File: src/rtl/mem_arbiter_if.sv
// mem_arbiter_if: requester and memory-side signals of mem_arbiter.
//   p0_* / p1_* : enable/write/addr/data in, ack/data out (per requester)
//   mem_*       : line handshake towards Data_Memory
// Modports: slave = arbiter side, master = requesters + memory side.
interface mem_arbiter_if #(
  parameter int ADDR_W = 32,
  parameter int LINE_W = 256
);
  logic              p0_enable_i, p0_write_i, p0_ack_o;
  logic [ADDR_W-1:0] p0_addr_i;
  logic [LINE_W-1:0] p0_data_i, p0_data_o;
  logic              p1_enable_i, p1_write_i, p1_ack_o;
  logic [ADDR_W-1:0] p1_addr_i;
  logic [LINE_W-1:0] p1_data_i, p1_data_o;
  logic              mem_enable_o, mem_write_o, mem_ack_i;
  logic [ADDR_W-1:0] mem_addr_o;
  logic [LINE_W-1:0] mem_data_o, mem_data_i;

  modport slave (
    input  p0_enable_i, p0_write_i, p0_addr_i, p0_data_i,
    input  p1_enable_i, p1_write_i, p1_addr_i, p1_data_i,
    input  mem_data_i, mem_ack_i,
    output p0_ack_o, p0_data_o, p1_ack_o, p1_data_o,
    output mem_enable_o, mem_write_o, mem_addr_o, mem_data_o
  );

  modport master (
    output p0_enable_i, p0_write_i, p0_addr_i, p0_data_i,
    output p1_enable_i, p1_write_i, p1_addr_i, p1_data_i,
    output mem_data_i, mem_ack_i,
    input  p0_ack_o, p0_data_o, p1_ack_o, p1_data_o,
    input  mem_enable_o, mem_write_o, mem_addr_o, mem_data_o
  );
endinterface

File: src/rtl/mem_arbiter.sv
// mem_arbiter: shares the Data_Memory line port between port 0 (dcache
// miss/write-back) and port 1 (instruction-fetch refill).
// Ports:
//   clk_i, rst_i : clock, synchronous active-high reset
//   bus          : mem_arbiter_if.slave (requester + memory handshakes)
//   busy_o       : state != IDLE
//   owner_o      : port of current/last grant
//   timeout_o    : sticky, a transaction spent TIMEOUT cycles in BUSY
// Build option: MEM_ARB_RR_EN selects round-robin on simultaneous requests;
// undefined gives fixed priority to port 0.
module mem_arbiter #(
  parameter int ADDR_W  = 32,
  parameter int LINE_W  = 256,
  parameter int TIMEOUT = 64
) (
  input  logic         clk_i,
  input  logic         rst_i,
  mem_arbiter_if.slave bus,
  output logic         busy_o,
  output logic         owner_o,
  output logic         timeout_o
);
  localparam int CNT_W = $clog2(TIMEOUT + 1);

  typedef enum logic [1:0] {IDLE, BUSY, DONE} state_t;

  state_t                   state_q, state_d;
  logic                     mem_en_q, mem_en_d, mem_wr_q, mem_wr_d;
  logic [ADDR_W-1:0]        mem_addr_q, mem_addr_d;
  logic [LINE_W-1:0]        mem_data_q, mem_data_d;
  logic                     owner_q, owner_d, tmo_q, tmo_d, win;
  logic [1:0]               ack_q, ack_d;
  logic [1:0][LINE_W-1:0]   rdat_q, rdat_d;
  logic [CNT_W-1:0]         cnt_q, cnt_d;
`ifdef MEM_ARB_RR_EN
  logic                     granted_q, granted_d;
`endif

  logic [1:0]               en, wr;
  logic [1:0][ADDR_W-1:0]   addr;
  logic [1:0][LINE_W-1:0]   wdat;

  assign en   = {bus.p1_enable_i, bus.p0_enable_i};
  assign wr   = {bus.p1_write_i,  bus.p0_write_i};
  assign addr = {bus.p1_addr_i,   bus.p0_addr_i};
  assign wdat = {bus.p1_data_i,   bus.p0_data_i};

  always_comb begin
    state_d    = state_q;
    mem_en_d   = mem_en_q;
    mem_wr_d   = mem_wr_q;
    mem_addr_d = mem_addr_q;
    mem_data_d = mem_data_q;
    owner_d    = owner_q;
    tmo_d      = tmo_q;
    ack_d      = '0;
    rdat_d     = rdat_q;
    cnt_d      = cnt_q;
    // port 0 wins unless only port 1 is asking
    win        = ~en[0];
`ifdef MEM_ARB_RR_EN
    granted_d  = granted_q;
    // both asking: alternate away from the last owner; very first grant goes to port 0
    if (&en) win = granted_q & ~owner_q;
`endif
    case (state_q)
      IDLE: if (|en) begin
        state_d    = BUSY;
        mem_en_d   = 1'b1;
        mem_wr_d   = wr[win];
        mem_addr_d = addr[win];
        mem_data_d = wdat[win];
        owner_d    = win;
        cnt_d      = '0;
`ifdef MEM_ARB_RR_EN
        granted_d  = 1'b1;
`endif
      end
      BUSY: if (bus.mem_ack_i) begin
        state_d         = DONE;
        mem_en_d        = 1'b0;
        ack_d[owner_q]  = 1'b1;
        rdat_d[owner_q] = mem_wr_q ? '0 : bus.mem_data_i;
      end else begin
        // cnt_q = BUSY cycles already completed; flag on the edge that completes the TIMEOUT-th
        if (cnt_q != CNT_W'(TIMEOUT)) cnt_d = cnt_q + 1'b1;
        if (cnt_q == CNT_W'(TIMEOUT - 1)) tmo_d = 1'b1;
      end
      // one dead cycle so the winner can drop its enable before the next grant
      DONE:    state_d = IDLE;
      default: state_d = IDLE;
    endcase
  end

  always_ff @(posedge clk_i) begin
    if (rst_i) begin
      state_q    <= IDLE;
      mem_en_q   <= 1'b0;
      mem_wr_q   <= 1'b0;
      mem_addr_q <= '0;
      mem_data_q <= '0;
      owner_q    <= 1'b0;
      tmo_q      <= 1'b0;
      ack_q      <= '0;
      rdat_q     <= '0;
      cnt_q      <= '0;
`ifdef MEM_ARB_RR_EN
      granted_q  <= 1'b0;
`endif
    end else begin
      state_q    <= state_d;
      mem_en_q   <= mem_en_d;
      mem_wr_q   <= mem_wr_d;
      mem_addr_q <= mem_addr_d;
      mem_data_q <= mem_data_d;
      owner_q    <= owner_d;
      tmo_q      <= tmo_d;
      ack_q      <= ack_d;
      rdat_q     <= rdat_d;
      cnt_q      <= cnt_d;
`ifdef MEM_ARB_RR_EN
      granted_q  <= granted_d;
`endif
    end
  end

  assign bus.mem_enable_o = mem_en_q;
  assign bus.mem_write_o  = mem_wr_q;
  assign bus.mem_addr_o   = mem_addr_q;
  assign bus.mem_data_o   = mem_data_q;
  assign bus.p0_ack_o     = ack_q[0];
  assign bus.p1_ack_o     = ack_q[1];
  assign bus.p0_data_o    = rdat_q[0];
  assign bus.p1_data_o    = rdat_q[1];
  assign busy_o           = (state_q != IDLE);
  assign owner_o          = owner_q;
  assign timeout_o        = tmo_q;
endmodule

File: src/flat_wrapper.sv
// flat-port wrapper written by rule: the top's interface ports become plain ports
module mem_arbiter_flat 
#(
  parameter int ADDR_W  = 32,
  parameter int LINE_W  = 256,
  parameter int TIMEOUT = 64
)
  (clk_i, rst_i, busy_o, owner_o, timeout_o, bus_p0_enable_i, bus_p0_write_i, bus_p0_addr_i, bus_p0_data_i, bus_p1_enable_i, bus_p1_write_i, bus_p1_addr_i, bus_p1_data_i, bus_mem_data_i, bus_mem_ack_i, bus_p0_ack_o, bus_p0_data_o, bus_p1_ack_o, bus_p1_data_o, bus_mem_enable_o, bus_mem_write_o, bus_mem_addr_o, bus_mem_data_o);
  mem_arbiter_if #(.ADDR_W(ADDR_W), .LINE_W(LINE_W)) bus_i ();
  input  logic clk_i;
  input  logic rst_i;
  output logic busy_o;
  output logic owner_o;
  output logic timeout_o;
  input wire logic [$bits(bus_i.p0_enable_i)-1:0] bus_p0_enable_i;
  input wire logic [$bits(bus_i.p0_write_i)-1:0] bus_p0_write_i;
  input wire logic [$bits(bus_i.p0_addr_i)-1:0] bus_p0_addr_i;
  input wire logic [$bits(bus_i.p0_data_i)-1:0] bus_p0_data_i;
  input wire logic [$bits(bus_i.p1_enable_i)-1:0] bus_p1_enable_i;
  input wire logic [$bits(bus_i.p1_write_i)-1:0] bus_p1_write_i;
  input wire logic [$bits(bus_i.p1_addr_i)-1:0] bus_p1_addr_i;
  input wire logic [$bits(bus_i.p1_data_i)-1:0] bus_p1_data_i;
  input wire logic [$bits(bus_i.mem_data_i)-1:0] bus_mem_data_i;
  input wire logic [$bits(bus_i.mem_ack_i)-1:0] bus_mem_ack_i;
  output wire logic [$bits(bus_i.p0_ack_o)-1:0] bus_p0_ack_o;
  output wire logic [$bits(bus_i.p0_data_o)-1:0] bus_p0_data_o;
  output wire logic [$bits(bus_i.p1_ack_o)-1:0] bus_p1_ack_o;
  output wire logic [$bits(bus_i.p1_data_o)-1:0] bus_p1_data_o;
  output wire logic [$bits(bus_i.mem_enable_o)-1:0] bus_mem_enable_o;
  output wire logic [$bits(bus_i.mem_write_o)-1:0] bus_mem_write_o;
  output wire logic [$bits(bus_i.mem_addr_o)-1:0] bus_mem_addr_o;
  output wire logic [$bits(bus_i.mem_data_o)-1:0] bus_mem_data_o;
  assign bus_i.p0_enable_i = bus_p0_enable_i;
  assign bus_i.p0_write_i = bus_p0_write_i;
  assign bus_i.p0_addr_i = bus_p0_addr_i;
  assign bus_i.p0_data_i = bus_p0_data_i;
  assign bus_i.p1_enable_i = bus_p1_enable_i;
  assign bus_i.p1_write_i = bus_p1_write_i;
  assign bus_i.p1_addr_i = bus_p1_addr_i;
  assign bus_i.p1_data_i = bus_p1_data_i;
  assign bus_i.mem_data_i = bus_mem_data_i;
  assign bus_i.mem_ack_i = bus_mem_ack_i;
  assign bus_p0_ack_o = bus_i.p0_ack_o;
  assign bus_p0_data_o = bus_i.p0_data_o;
  assign bus_p1_ack_o = bus_i.p1_ack_o;
  assign bus_p1_data_o = bus_i.p1_data_o;
  assign bus_mem_enable_o = bus_i.mem_enable_o;
  assign bus_mem_write_o = bus_i.mem_write_o;
  assign bus_mem_addr_o = bus_i.mem_addr_o;
  assign bus_mem_data_o = bus_i.mem_data_o;
  mem_arbiter #(.ADDR_W(ADDR_W), .LINE_W(LINE_W), .TIMEOUT(TIMEOUT)) u_core (.clk_i(clk_i), .rst_i(rst_i), .bus(bus_i), .busy_o(busy_o), .owner_o(owner_o), .timeout_o(timeout_o));
endmodule
File: config.mk
export PLATFORM = sky130hd
export DESIGN_NAME = mem_arbiter_flat
export DESIGN_NICKNAME = d
export VERILOG_FILES = /design/src/rtl/mem_arbiter_if.sv /design/src/rtl/mem_arbiter.sv /design/src/flat_wrapper.sv
export SDC_FILE = /design/constraint.sdc
export NUM_CORES = 2
export LEC_CHECK = 0
export CAP_MARGIN = 5
export CORE_AREA = 2 2 650 652
export DETAILED_ROUTE_END_ITERATION = 8
export DIE_AREA = 0 0 652 654
export GPL_TIMING_DRIVEN = 0
export PLACE_DENSITY = 0.3
export SLEW_MARGIN = 10
export SYNTH_ARGS = -nofsm -noshare
export SYNTH_HDL_FRONTEND = slang
export SYNTH_SLANG_ARGS = --single-unit
File: constraint.sdc
create_clock -name clk_i -period 3.6 [get_ports clk_i]
set_input_delay 0.72 -clock clk_i [delete_from_list [all_inputs] [get_ports clk_i]]
set_output_delay 0.72 -clock clk_i [all_outputs]
set_load 0.005 [all_outputs]
* After elaboration in Yosys (flattened, before gate mapping)
Index checks and enable logic that the tools add are counted.
** Word-level totals
- Output and inout port bits :: 807
- Bits in registers :: 815
- Input port bits :: 839
** Cells by class
- $add $sub $neg :: 1
- Muxes and demuxes :: 22
- Magnitude comparators :: 3
- Reduce and logical (&&, ||, !) cells :: 12
- Bitwise operators :: 3
- Eq/ne operators :: 7
** Operators with widths (count)
- 2-to-1 mux 256 bit :: 4
- bitwise mux 512 bit :: 1
- demux 256 bit (select 1 bit) :: 1
- 2-to-1 mux 32 bit :: 2
- 2-to-1 mux 7 bit :: 3
- one-hot mux 7 bit (2 select lines) :: 1
- adder 7 x 1 -> 7 bit, second input constant :: 1
- equality test 7 x 6 -> 1 bit, second input constant :: 1
- inequality test 7 bit, second input constant :: 1
- AND reduction 2 bit :: 3
- AND reduction 3 bit :: 2
- 2-to-1 mux 1 bit :: 5
- less-than comparator 1 x 2 -> 1 bit, second input constant :: 2
- 2-to-1 mux 2 bit :: 2
- inequality test 2 x 1 -> 1 bit, second input constant :: 2
- inequality test 2 bit, second input constant :: 2
- one-hot mux 2 bit (2 select lines) :: 1
- AND reduction 4 bit :: 1
- nonzero test 2 bit :: 2
- inverter 1 bit :: 3
- OR reduction 3 bit :: 1
- equality test 2 x 1 -> 1 bit, second input constant :: 1
- zero test 2 bit :: 1
- one-hot mux 1 bit (2 select lines) :: 1
- 4 further kinds :: 4

* Logic depth before layout (Yosys ltp)
- Depth after elaboration :: 5
- Mapped depth :: 7

* Least setup slack after synthesis
No wires, ideal clock.
- Path type :: input -> register
- Start :: input port bus_mem_ack_i
- End :: register u_core.cnt_q[6]
- Arrival :: 1751 ps
- Setup slack :: 1775 ps
- Buffers on the path :: 0
- Cell stages on the path :: 3
- Path through :: or3b_4 -> or4_4 -> a31oi_1
** On the way
- Cells in the longest elaborated chain, start to end :: 2
** Ends and longest elaborated chain
- start: declaration :: line flat_wrapper.sv:24 : input wire logic [$bits(bus_i.mem_ack_i)-1:0] bus_mem_ack_i;
- inequality test 2 bit (no line)
- AND reduction 4 bit (no line)
- end signal: assignment :: line mem_arbiter.sv:120 : cnt_q <= cnt_d;
- end: declaration :: line mem_arbiter.sv:34 : logic [CNT_W-1:0] cnt_q, cnt_d;
Every way passes these cells.
A chain may end at the register's enable or synchronous reset.

* Worst setup path in the final report
- Start :: register u_core.state_q[1]
- End :: output port busy_o
** On the way
- Cells in the longest elaborated chain, start to end :: 1
** Ends and longest elaborated chain
- start: declaration :: line mem_arbiter.sv:27 : state_t state_q, state_d;
- start signal: assignment :: line mem_arbiter.sv:111 : state_q <= state_d;
- nonzero test 2 bit :: line mem_arbiter.sv:135 : assign busy_o = (state_q != IDLE);
- end: declaration :: line flat_wrapper.sv:12 : output logic busy_o;
Every way passes these cells.

==> results.ini <==
[run_status]
outcome = completed

[placed_design]
gp_congestion = 0.968
dp.final_hpwl_mm = 277
dp_cells = 11000
io_buffers = 1644

[critical_path]
cpPeakStageDelay_ns = 0.76
crit_buf_inv = 2
setup.worst_path.start = u_core.state_q[1]$_SDFFE_PP0P_
required_ns = 2.88
worstPathMaxFanout = 6
start_kind = register
cp_num_cells = 3
crit_chain = nor2_1 -> inv_1 -> clkdlybuf4s50_1
crit_slowest_cell = clkdlybuf4s50_1
rrSetupSlack_ns = 0.88
worstSetupPathType = reg2out
cp-end-kind = output pin
rr_worst_depth = 5
timing.rr.start = u_core.bus.mem_write_o$_SDFFE_PP0P_
r2r_end = u_core.bus.p0_data_o[240]$_SDFFE_PP0P_
crit_path_end = busy_o
crit_arrival_ns = 2.61
cp_top_family = buffers and inverters

[routing]
wl_per_cell_um = 28.4
drt_pass1_iterations = 5
vias = 35400
drt_iter0_markers = 1914
routed_wl_mm = 320
wl_met3_mm = 25.6
met2_wirelength_mm = 176
ant_nets = 0
top_layer = met5
wl_met1_mm = 109
drc = 0
via_per_inst = 3.13

[logic_synthesis]
async_reset_ff_share_pct = 0
syn_area_um2 = 32400
synth-simple-area-share_pct = 20.7
synthDistinctLibCells = 35
synth.net_count = 4704
synth_adder_area_share_pct = 0.0773
avgSynthCellArea_um2 = 8.38
ys_ff_latch = 815
synth-edff-count = 0
synth_xor_xnor_area_share_pct = 0
synth_top_family_by_area = simple AND/OR/NAND/NOR gates
synth_compound_area_share_pct = 15.1
synth-seq-area-share_pct = 50.4
ys.flop_type = dfxtp_1
ys_warn_count = 0
synthMuxAreaShare_pct = 8.97
syn_inst = 3863

[clock_tree]
clock-root-buffer = clkbuf_16
cts-buffers-inserted = 121
htree_num_levels = 3
cts.sinks = 815
cts.clk_slew.worst_paths_ns = 0.06
clk_latency_ns = 0.89
cts_setup_buffers = 0
cts_tree = built
clk_path_buf_depth = 4

[global_routing]
grt_pass1_vias = 35800
antenna_found_initial = 125
grt_pass1_wl_mm = 398
grt_usage_pct = 14.4
grt_max_degree = 19
grt-ovfl-total = 0

[die]
dieWidth_um = 652
ios = 1646
die-area_um2 = 426000
dieHeight_um = 654
rows = 238
coreArea_um2 = 419000
start_util_pct = 7.72

[final_layout]
regArea_um2 = 16300
multi_input_area_um2 = 14500
drive_gt1_share_pct = 7.37
fin_nets = 6480
fillers = 47800
areaGrowthSynthToFinish_pct = 85.4
instances_no_fill = 11300

[min_path]
hp-class = reg2reg

[flow_run]
cap_violations = 0

[sta]
worst_slew_pin_slew_ns = 1.23
period_share_pct = 92.5
fin_hold_ws_ns = 0.453
hold_viol_final = 0
period_minus_slack_ns = 3.33
grt_setup_unrepaired = no
relSlewSlack_pct = 18.1
final.setup_skew_ns = 0.0742
drv_slew = 0
setup_viol = 0
fmax_mhz = 300

[power_and_ir_drop]
leakage_uw = 0.0203
ir_worst_vdd_mv = 0.401
powerDensity_nw_per_um2 = 459

[Yosys cell counts, drive strengths merged (2+ instances only)]
cell,count,area share (%)
a211oi,290,6.7
a21oi,517,8.0
a2bb2oi,2,0.054
a31oi,3,0.058
a41oi,2,0.054
and3,2,0.039
buf,198,3.2
clkbuf,131,1.5
dfxtp,815,50
ha,2,0.077
inv,6,0.070
mux2i,290,9.0
nand2,1028,12
nand3,5,0.077
nand3b,2,0.046
nor2,298,3.5
nor2b,256,4.9
[layer usage]
| metal | track usage (%) | vias up |
|---|---|---|
| li1 | - | 16600 |
| met1 | 14.1 | 17100 |
| met2 | 28.4 | 1324 |
| met3 | 4.92 | 367 |
| met4 | 3.40 | 40 |
| met5 | 0 | - |
[worst min-delay path, cell delays in order, from the launching register on]
cell and delay [ns]:
dfxtp_1 0.31, nand2_1 0.05, a21oi_1 0.05
[how the worst min path moves through the flow]
stage,from,to,slack [ns],cells after the start
final,u_core.bus.p1_data_o[154]$_SDFFE_PP0P_,u_core.bus.p1_data_o[154]$_SDFFE_PP0P_,0.45,2
after global routing,bus_mem_data_i[16],u_core.bus.p1_data_o[16]$_SDFFE_PP0P_,0.44,4
after CTS,bus_mem_data_i[2],u_core.bus.p0_data_o[2]$_SDFFE_PP0P_,0.39,4
after detailed placement,u_core.bus.p1_data_o[54]$_SDFFE_PP0P_,u_core.bus.p1_data_o[54]$_SDFFE_PP0P_,0.45,2
after global placement,u_core.bus.p0_data_o[111]$_SDFFE_PP0P_,u_core.bus.p0_data_o[111]$_SDFFE_PP0P_,0.44,2
after floorplan,u_core.timeout_o$_SDFFE_PP0P_,u_core.timeout_o$_SDFFE_PP0P_,0.44,2
[metrics by stage]
step / area, um^2 / TNS (ns) / setup WS (ns) / util [%] / total power, uW
after floorplan: 32400 / 0 / 1.77 / - / 11700
after global placement: 55700 / -989.36 / -2.48 / 13.3 / 15500
after detailed placement: 55900 / -752.57 / -1.68 / 13.3 / 15600
after CTS: 59900 / 0 / 0.0121 / 14.3 / 28400
after global routing: 59900 / 0 / 0.0580 / 14.3 / 28900
final: 60000 / 0 / 0.270 / 14.3 / 27500
[power by group]
group,internal (uW),leakage [uW],switching [uW]
logic,2380,0.0117,2900
clock network,7350,0.00197,4990
registers,9550,0.00666,377
total,19300,0.0203,8260
[placed cells by master, fill, tap and decap left out, types with 145 or more instances in the layout]
cell type,netlist,final
clkdlybuf4s50_1,0,1643
nor2b_1,256,255
nor2_1,298,298
a21oi_1,517,517
mux2i_1,290,280
clkbuf_1,131,145
buf_2,180,180
a211oi_1,290,290
nand2_1,1028,1028
dfxtp_1,815,814
[final cells by class]
| type | count | area share, % |
|---|---|---|
| antenna | 28 | 0.117 |
| sequential | 815 | 27.2 |
| tap | 5520 | 11.5 |
| timing repair buffer | 1653 | 27.7 |
| buffer | 329 | 2.56 |
| multi-input combinational | 2713 | 24.2 |
| clock buffer | 165 | 5.68 |
| clock inverter | 48 | 0.987 |
| inverter | 6 | 0.0375 |
[kinds of logic after synthesis]
group,count (synthesis)
compound gates,822
flops,815
fa+ha+maj,2
simple gates,1599
mux,290
buf+inv,335
[flip-flops by register name (all words and copies together), names as in the netlist]
| signal | count |
|---|---|
| u_core.bus.p0_data_o | 256 |
| u_core.timeout_o | 1 |
| u_core.ack_q | 2 |
| u_core.owner_o | 1 |
| u_core.bus.mem_write_o | 1 |
| u_core.bus.mem_addr_o | 32 |
| u_core.bus.mem_data_o | 256 |
| u_core.cnt_q | 7 |
| u_core.state_q | 2 |
| u_core.bus.mem_enable_o | 1 |
| u_core.bus.p1_data_o | 256 |
[repair_timing]
action                                  4_1_cts  5_1_grt
hold buffers                                  0        0
endpoints found under the setup margin      482        0
hold endpoints to repair                      0        0
gates resized for setup                       3        0
No activity file was read; power rests on OpenSTA's default activity.
